File: config.mk
export PLATFORM = sky130hd
export DESIGN_NAME = hop_scan_seq
export DESIGN_NICKNAME = d
export VERILOG_FILES = /design/src/rtl/hop_pkg.sv /design/src/rtl/scan_phase_gen.sv /design/src/rtl/hop_scan_seq.sv
export SDC_FILE = /design/constraint.sdc
export NUM_CORES = 1
export LEC_CHECK = 0
export BUFFER_PORTS_ARGS = -buffer_cell sky130_fd_sc_hd__buf_2
export CAP_MARGIN = 0
export CORE_MARGIN = 2
export CORE_UTILIZATION = 55
export DETAILED_ROUTE_END_ITERATION = 16
export PLACE_DENSITY = 0.8
export SLEW_MARGIN = 40
export SYNTH_ARGS = -nofsm -noshare
export SYNTH_HDL_FRONTEND = slang
export SYNTH_SLANG_ARGS = --single-unit
File: constraint.sdc
create_clock -name clk -period 5.3 [get_ports clk]
set_input_delay 0.53 -clock clk [delete_from_list [all_inputs] [get_ports clk]]
set_output_delay 0.53 -clock clk [all_outputs]
set_load 0.005 [all_outputs]
File: src/rtl/hop_pkg.sv
// Shared types and constants for the hop controller scan-chain programmer.
package hop_pkg;

    typedef enum logic [1:0] {
        IDLE  = 2'd0,
        SHIFT = 2'd1,
        LOAD  = 2'd2,
        DONE  = 2'd3
    } state_e;

    localparam logic [1:0] PH_PHI  = 2'd0;
    localparam logic [1:0] PH_GAP0 = 2'd1;
    localparam logic [1:0] PH_PHIB = 2'd2;
    localparam logic [1:0] PH_GAP1 = 2'd3;

    localparam logic [31:0] DEFAULT_WORD = 32'h15428193;

    function automatic logic [1:0] next_phase(input logic [1:0] phase);
        case (phase)
            PH_PHI:  return PH_GAP0;
            PH_GAP0: return PH_PHIB;
            PH_PHIB: return PH_GAP1;
            default: return PH_PHI;
        endcase
    endfunction

endpackage

File: src/rtl/scan_phase_gen.sv
// Four-phase scan timing: a divider of PHASE_CYCLES clocks per phase and a
// phase index that wraps after the second gap, with end-of-phase/bit strobes.
module scan_phase_gen
    import hop_pkg::*;
#(
    parameter int PHASE_CYCLES = 1
) (
    input  logic       clk_i,
    input  logic       rst_ni,
    input  logic       en_i,
    input  logic       clr_i,
    output logic [1:0] phase_o,
    output logic       phase_last_o,
    output logic       bit_last_o
);

    localparam int DIVW = (PHASE_CYCLES > 1) ? $clog2(PHASE_CYCLES) : 1;

    logic [DIVW-1:0] div_q, div_d;
    logic [1:0]      phase_q, phase_d;

    assign phase_o      = phase_q;
    assign phase_last_o = (div_q == DIVW'(PHASE_CYCLES - 1));
    assign bit_last_o   = phase_last_o && (phase_q == PH_GAP1);

    always_comb begin
        div_d   = div_q;
        phase_d = phase_q;
        if (clr_i) begin
            div_d   = '0;
            phase_d = PH_PHI;
        end else if (en_i) begin
            if (phase_last_o) begin
                div_d   = '0;
                phase_d = next_phase(phase_q);
            end else begin
                div_d = div_q + DIVW'(1);
            end
        end
    end

    always_ff @(posedge clk_i or negedge rst_ni) begin
        if (!rst_ni) begin
            div_q   <= '0;
            phase_q <= PH_PHI;
        end else begin
            div_q   <= div_d;
            phase_q <= phase_d;
        end
    end

endmodule

File: src/rtl/hop_scan_seq.sv
// Scan-chain programmer: serialises a latched word with the phi/idle/phi_bar/idle
// scheme, captures the chain output, then strobes the parallel load.
module hop_scan_seq
    import hop_pkg::*;
#(
    parameter int TX_BITS_WIDTH = 128,
    parameter int BIT_CNT_WIDTH = 8,
    parameter int PHASE_CYCLES  = 1
) (
    input  logic                     clk,
    input  logic                     reset,
    input  logic                     start,
    input  logic                     abort,
    input  logic [BIT_CNT_WIDTH-1:0] nbits,
    input  logic                     msb_first,
    input  logic [TX_BITS_WIDTH-1:0] data_in,
    input  logic                     scan_data_out,
    output logic                     busy,
    output logic                     done,
    output logic [TX_BITS_WIDTH-1:0] rd_data,
    output logic                     scan_id,
    output logic                     scan_phi,
    output logic                     scan_phi_bar,
    output logic                     scan_data_in,
    output logic                     scan_load_chip,
    output logic [BIT_CNT_WIDTH-1:0] nbits_cnt,
    output logic [1:0]               state_dbg
);

    state_e                   state_q, state_d;
    logic [BIT_CNT_WIDTH-1:0] n_q, n_d, bit_q, bit_d, n_in, idx_q, idx_d;
    logic                     msb_q, msb_d;
    logic [TX_BITS_WIDTH-1:0] word_q, word_d, rd_q, rd_d, word_sh;
    logic                     busy_q, done_q, id_q, phi_q, phib_q, din_q, load_q;
    logic                     din_d, en, clr, phase_last, bit_last;
    logic [1:0]               phase, phase_nxt;

    scan_phase_gen #(.PHASE_CYCLES(PHASE_CYCLES)) u_phase (
        .clk_i       (clk),
        .rst_ni      (reset),
        .en_i        (en),
        .clr_i       (clr),
        .phase_o     (phase),
        .phase_last_o(phase_last),
        .bit_last_o  (bit_last)
    );

    assign en        = ((state_q == SHIFT) || (state_q == LOAD)) && !abort;
    assign clr       = !en;
    assign phase_nxt = clr ? PH_PHI : (phase_last ? next_phase(phase) : phase);

    assign n_in  = (nbits > BIT_CNT_WIDTH'(TX_BITS_WIDTH)) ? BIT_CNT_WIDTH'(TX_BITS_WIDTH) : nbits;
    assign idx_q = msb_q ? (n_q - BIT_CNT_WIDTH'(1) - bit_q) : bit_q;

    always_comb begin
        state_d = state_q;
        n_d     = n_q;
        msb_d   = msb_q;
        word_d  = word_q;
        rd_d    = rd_q;
        bit_d   = bit_q;
        case (state_q)
            IDLE: begin
                if (start) begin
                    n_d    = n_in;
                    msb_d  = msb_first;
                    word_d = (data_in[3:0] == 4'd0) ? TX_BITS_WIDTH'(DEFAULT_WORD) : data_in;
                    rd_d   = '0;
                    bit_d  = '0;
                    state_d = (n_in == '0) ? DONE : SHIFT;
                end
            end
            SHIFT: begin
                if (abort) begin
                    state_d = IDLE;
                    rd_d    = '0;
                    bit_d   = '0;
                end else if (bit_last) begin
                    rd_d = rd_q | (TX_BITS_WIDTH'(scan_data_out) << idx_q);
                    if (bit_q == n_q - BIT_CNT_WIDTH'(1)) begin
                        state_d = LOAD;
                    end else begin
                        bit_d = bit_q + BIT_CNT_WIDTH'(1);
                    end
                end
            end
            LOAD: begin
                if (abort) begin
                    state_d = IDLE;
                    rd_d    = '0;
                    bit_d   = '0;
                end else if (bit_last) begin
                    state_d = DONE;
                end
            end
            DONE: begin
                state_d = IDLE;
                bit_d   = '0;
            end
            default: state_d = IDLE;
        endcase
    end

    // Outputs are registered from next-state values so the scan pins are clean flop outputs.
    assign idx_d   = msb_d ? (n_d - BIT_CNT_WIDTH'(1) - bit_d) : bit_d;
    assign word_sh = word_d >> idx_d;
    assign din_d   = (state_d == SHIFT) && word_sh[0];

    always_ff @(posedge clk or negedge reset) begin
        if (!reset) begin
            state_q <= IDLE;
            n_q     <= '0;
            msb_q   <= 1'b0;
            word_q  <= '0;
            rd_q    <= '0;
            bit_q   <= '0;
            busy_q  <= 1'b0;
            done_q  <= 1'b0;
            id_q    <= 1'b0;
            phi_q   <= 1'b0;
            phib_q  <= 1'b0;
            din_q   <= 1'b0;
            load_q  <= 1'b0;
        end else begin
            state_q <= state_d;
            n_q     <= n_d;
            msb_q   <= msb_d;
            word_q  <= word_d;
            rd_q    <= rd_d;
            bit_q   <= bit_d;
            busy_q  <= (state_d == SHIFT) || (state_d == LOAD);
            done_q  <= (state_d == DONE);
            id_q    <= (state_d == SHIFT) || (state_d == LOAD);
            phi_q   <= (state_d == SHIFT) && (phase_nxt == PH_PHI);
            phib_q  <= (state_d == SHIFT) && (phase_nxt == PH_PHIB);
            din_q   <= din_d;
            load_q  <= (state_d == LOAD) && (phase_nxt == PH_GAP1);
        end
    end

    assign busy           = busy_q;
    assign done           = done_q;
    assign rd_data        = rd_q;
    assign scan_id        = id_q;
    assign scan_phi       = phi_q;
    assign scan_phi_bar   = phib_q;
    assign scan_data_in   = din_q;
    assign scan_load_chip = load_q;
    assign nbits_cnt      = bit_q;
    assign state_dbg      = state_q;

endmodule

==> metrics.cfg <==
[status]
status = completed

[critical_path]
startpoint_type = flip-flop
end_kind = flip-flop
worst_path_max_delay_cell = dfrtp_2
worstSetupEndpoint = scan_data_in
critPathMostFrequentCell = ha_1
r2r_slack_ps = 210
cp_slowest_stage_delay_ps = 460
crit_fanout = 14
reg2reg_depth = 20
cpLargestDelayFamily = compound AO/OA/AOI/OAI gates
cp_num_buf_inv = 1
crit_start = n_q[4]
crit_chain = nor4_4 -> nand2_1 -> xnor2_1 -> ha_1 -> and4_1 -> nand4_1 -> o31a_2 -> o221a_2 -> ha_1 -> ha_2 -> nor2_1 -> a31oi_2 -> mux2i_1 -> a21oi_2 -> buf_12 -> mux2_1 -> mux2_2 -> o31ai_1 -> o2111ai_1 -> o41ai_2
crit_required_ps = 5770
cp.depth = 20
cp.arrival_ps = 5550
rr_endpoint = scan_data_in
r2r_start = n_q[4]
critical_path_class = flip-flop to flip-flop

[die]
rows = 56
initial_utilization = 0.563
die_area_sq_um = 25400
ios = 287
core_area_sq_um = 23500
dieWidth_um = 159
die_h_um = 159

[cts]
numCtsBuffers = 30
cts-root-buf = clkbuf_16
path_clk_slew_ps = 60
h-tree-depth = 1
cts_tree = done
clock_path_buffers = 3
insertion_delay_ps = 570
cts_num_sinks = 283

[drt]
drcViolationCount = 0
vias = 10986
wirelength_um = 37400
vias_per_cell = 6.16
detailedRoute.firstPassIterationCount = 5
drtAntennaViolNets = 0
avgRoutedWirePerCell_um = 21.0
drt-initial-drc-count = 1009

[yosys]
ys_seq_elements = 283
synthesis.nets = 1329
synth_edf_count = 0
syn_area_sq_um = 13300
synth_top_cells_by_area = dfrtp_1, a22o_1, mux2i_1, ha_1, nand2_1
ys_seq_area_frac = 0.534
ys.flop_type = dfrtp_1
ys_types = 82
synth_cells = 1161
async_flop_share = 1.00
synth_top_area_cell = dfrtp_1
synth_top_area_frac = 0.534
ys_warn_count = 0
avgSynthCellArea_sq_um = 11.4

[pwr]
ir_drop_mv = 0.406
p_leak_uw = 0.00810
power.density_nw_per_um2 = 601

[grt]
first_global_vias = 10875
track_usage = 0.291
grt_max_degree = 133
grt_overflow_total = 0
antenna_found_initial = 4
grt_pass1_wl_um = 59700

[cells_and_area]
layout-area-overhead-vs-synth_pct = 23.6
drive_gt1_frac = 0.304
layout_common_cells = buf_2, dfrtp_1, a22o_1, nand2_1, mux2i_1
seq_area_sq_um = 7090
fill_cells = 1763
multiInputGateArea_sq_um = 5850
final_cell_area_sq_um = 16400
nets = 1610
fin_cells = 1784
final_common_cell = buf_2

[timing]
final_max_slew_viol_count = 0
skew_ps = 11.0
fin_crit_ps = 5090
final-setup-viol-count = 0
tightest_slew_ps = 818
max_freq_mhz = 197
final_hold_viol_count = 0
finalCritPeriodShare = 0.959
slew_headroom = 0.450

[placed_design]
dp_hpwl_um = 25700
dpl.cell_count = 1719
place_area_sq_um = 15100
numPortBuffers = 286
routabilityCongestion = 0.940

[worst_hold_path]
hold_path_depth = 2
min_path_type = primary input to flip-flop

[job]
maxCapViolations = 0

## power breakdown
| group | total, uW | switching (uW) | internal [uW] |
|---|---|---|---|
| Sequential | 2910 | 238 | 2680 |
| Combinational | 4680 | 2710 | 1970 |
| Clock | 2260 | 892 | 1370 |
| Total | 9850 | 3840 | 6010 |
## cell usage after synthesis (all sizes together) (4+ instances only)
cell type  instances
o21bai             5
inv               34
mux2              19
a22o             211
or2                9
o211ai             7
nand2b            16
a31oi              6
xnor2             11
buf               23
and3               7
or3                7
and2               6
o21ai             68
nand3b             6
a21oi             23
nor2b              4
and4               4
nand2             80
clkbuf            51
o22ai              5
o21a               9
o41ai              4
nor2              68
mux2i             67
nor4              10
ha                25
a21boi             5
nor3              12
nand3             11
xor2               4
o22a              12
dfrtp            283
## per-layer routing
layer | part of all wire | wire length [um] | GRT usage | vias to the layer above
li1 | - | - | - | 4910
met1 | 0.43 | 15900 | 0.400 | 5461
met2 | 0.47 | 17700 | 0.478 | 518
met3 | 0.071 | 2680 | 0.0500 | 93
met4 | 0.029 | 1100 | 0.0872 | 4
met5 | 0.00072 | 27 | 0 | -
## flip-flops by register name, indices dropped and copies added (netlist names)
register,count
rd_data,128
u_phase.phase_o,2
nbits_cnt,8
scan_phi,1
n_q,8
done,1
word_q,128
scan_data_in,1
scan_phi_bar,1
msb_q,1
state_dbg,2
scan_load_chip,1
scan_id,1
## metrics by stage
stage / TNS, ps / setup slack (ps) / hold slack, ps / util / total power (uW)
3_5_place_dp: 0 / 173 / 466 / 0.641 / 7360
5_1_grt: -52.3 / -52.3 / 202 / 0.696 / 10400
2_1_floorplan: 0 / 623 / 234 / - / 6240
4_1_cts: 0 / 147 / 188 / 0.688 / 9660
3_3_place_gp: 0 / 295 / 456 / 0.638 / 7220
6_report: 0 / 215 / 209 / 0.696 / 9850
## worst min path at each step
stage,start,slack (ps),end
floorplan,reset,230,done
global placement,word_q[2],460,word_q[2]
detailed placement,rd_data[61],470,rd_data[61]
CTS,data_in[60],190,word_q[60]
global route,data_in[60],200,word_q[60]
finish,data_in[60],210,word_q[60]
## logic make-up (layout without fill, tap and decap cells)
logic type,Yosys count,after routing,share of synthesized area
other,0,2,0
muxes,87,87,0.0684
AOI/OAI and AO/OA,391,391,0.233
and+or+nand+nor,251,251,0.0945
xor gates and xnor gates,15,15,0.00991
buffers and inverters,108,410,0.0348
DFF,283,283,0.534
adders and majority gates,26,26,0.0251
## cell type report
| cell class | count | area share |
|---|---|---|
| clock buffers | 38 | 0.0513 |
| diodes | 2 | 0.000305 |
| flip-flops and latches | 283 | 0.432 |
| well taps | 319 | 0.0244 |
| inverters | 34 | 0.00779 |
| clock inverters | 15 | 0.0150 |
| multi-input cells | 770 | 0.357 |
| repair buffers | 323 | 0.112 |
## what timing repair did
item | CTS | global route
gates resized for setup | 0 | 17
setup buffers | 0 | 7
hold buffers | 1 | 0
setup endpoints to repair | 0 | 1
endpoints found under the hold margin | 15 | 0
Power figures use the tool's default switching activity.
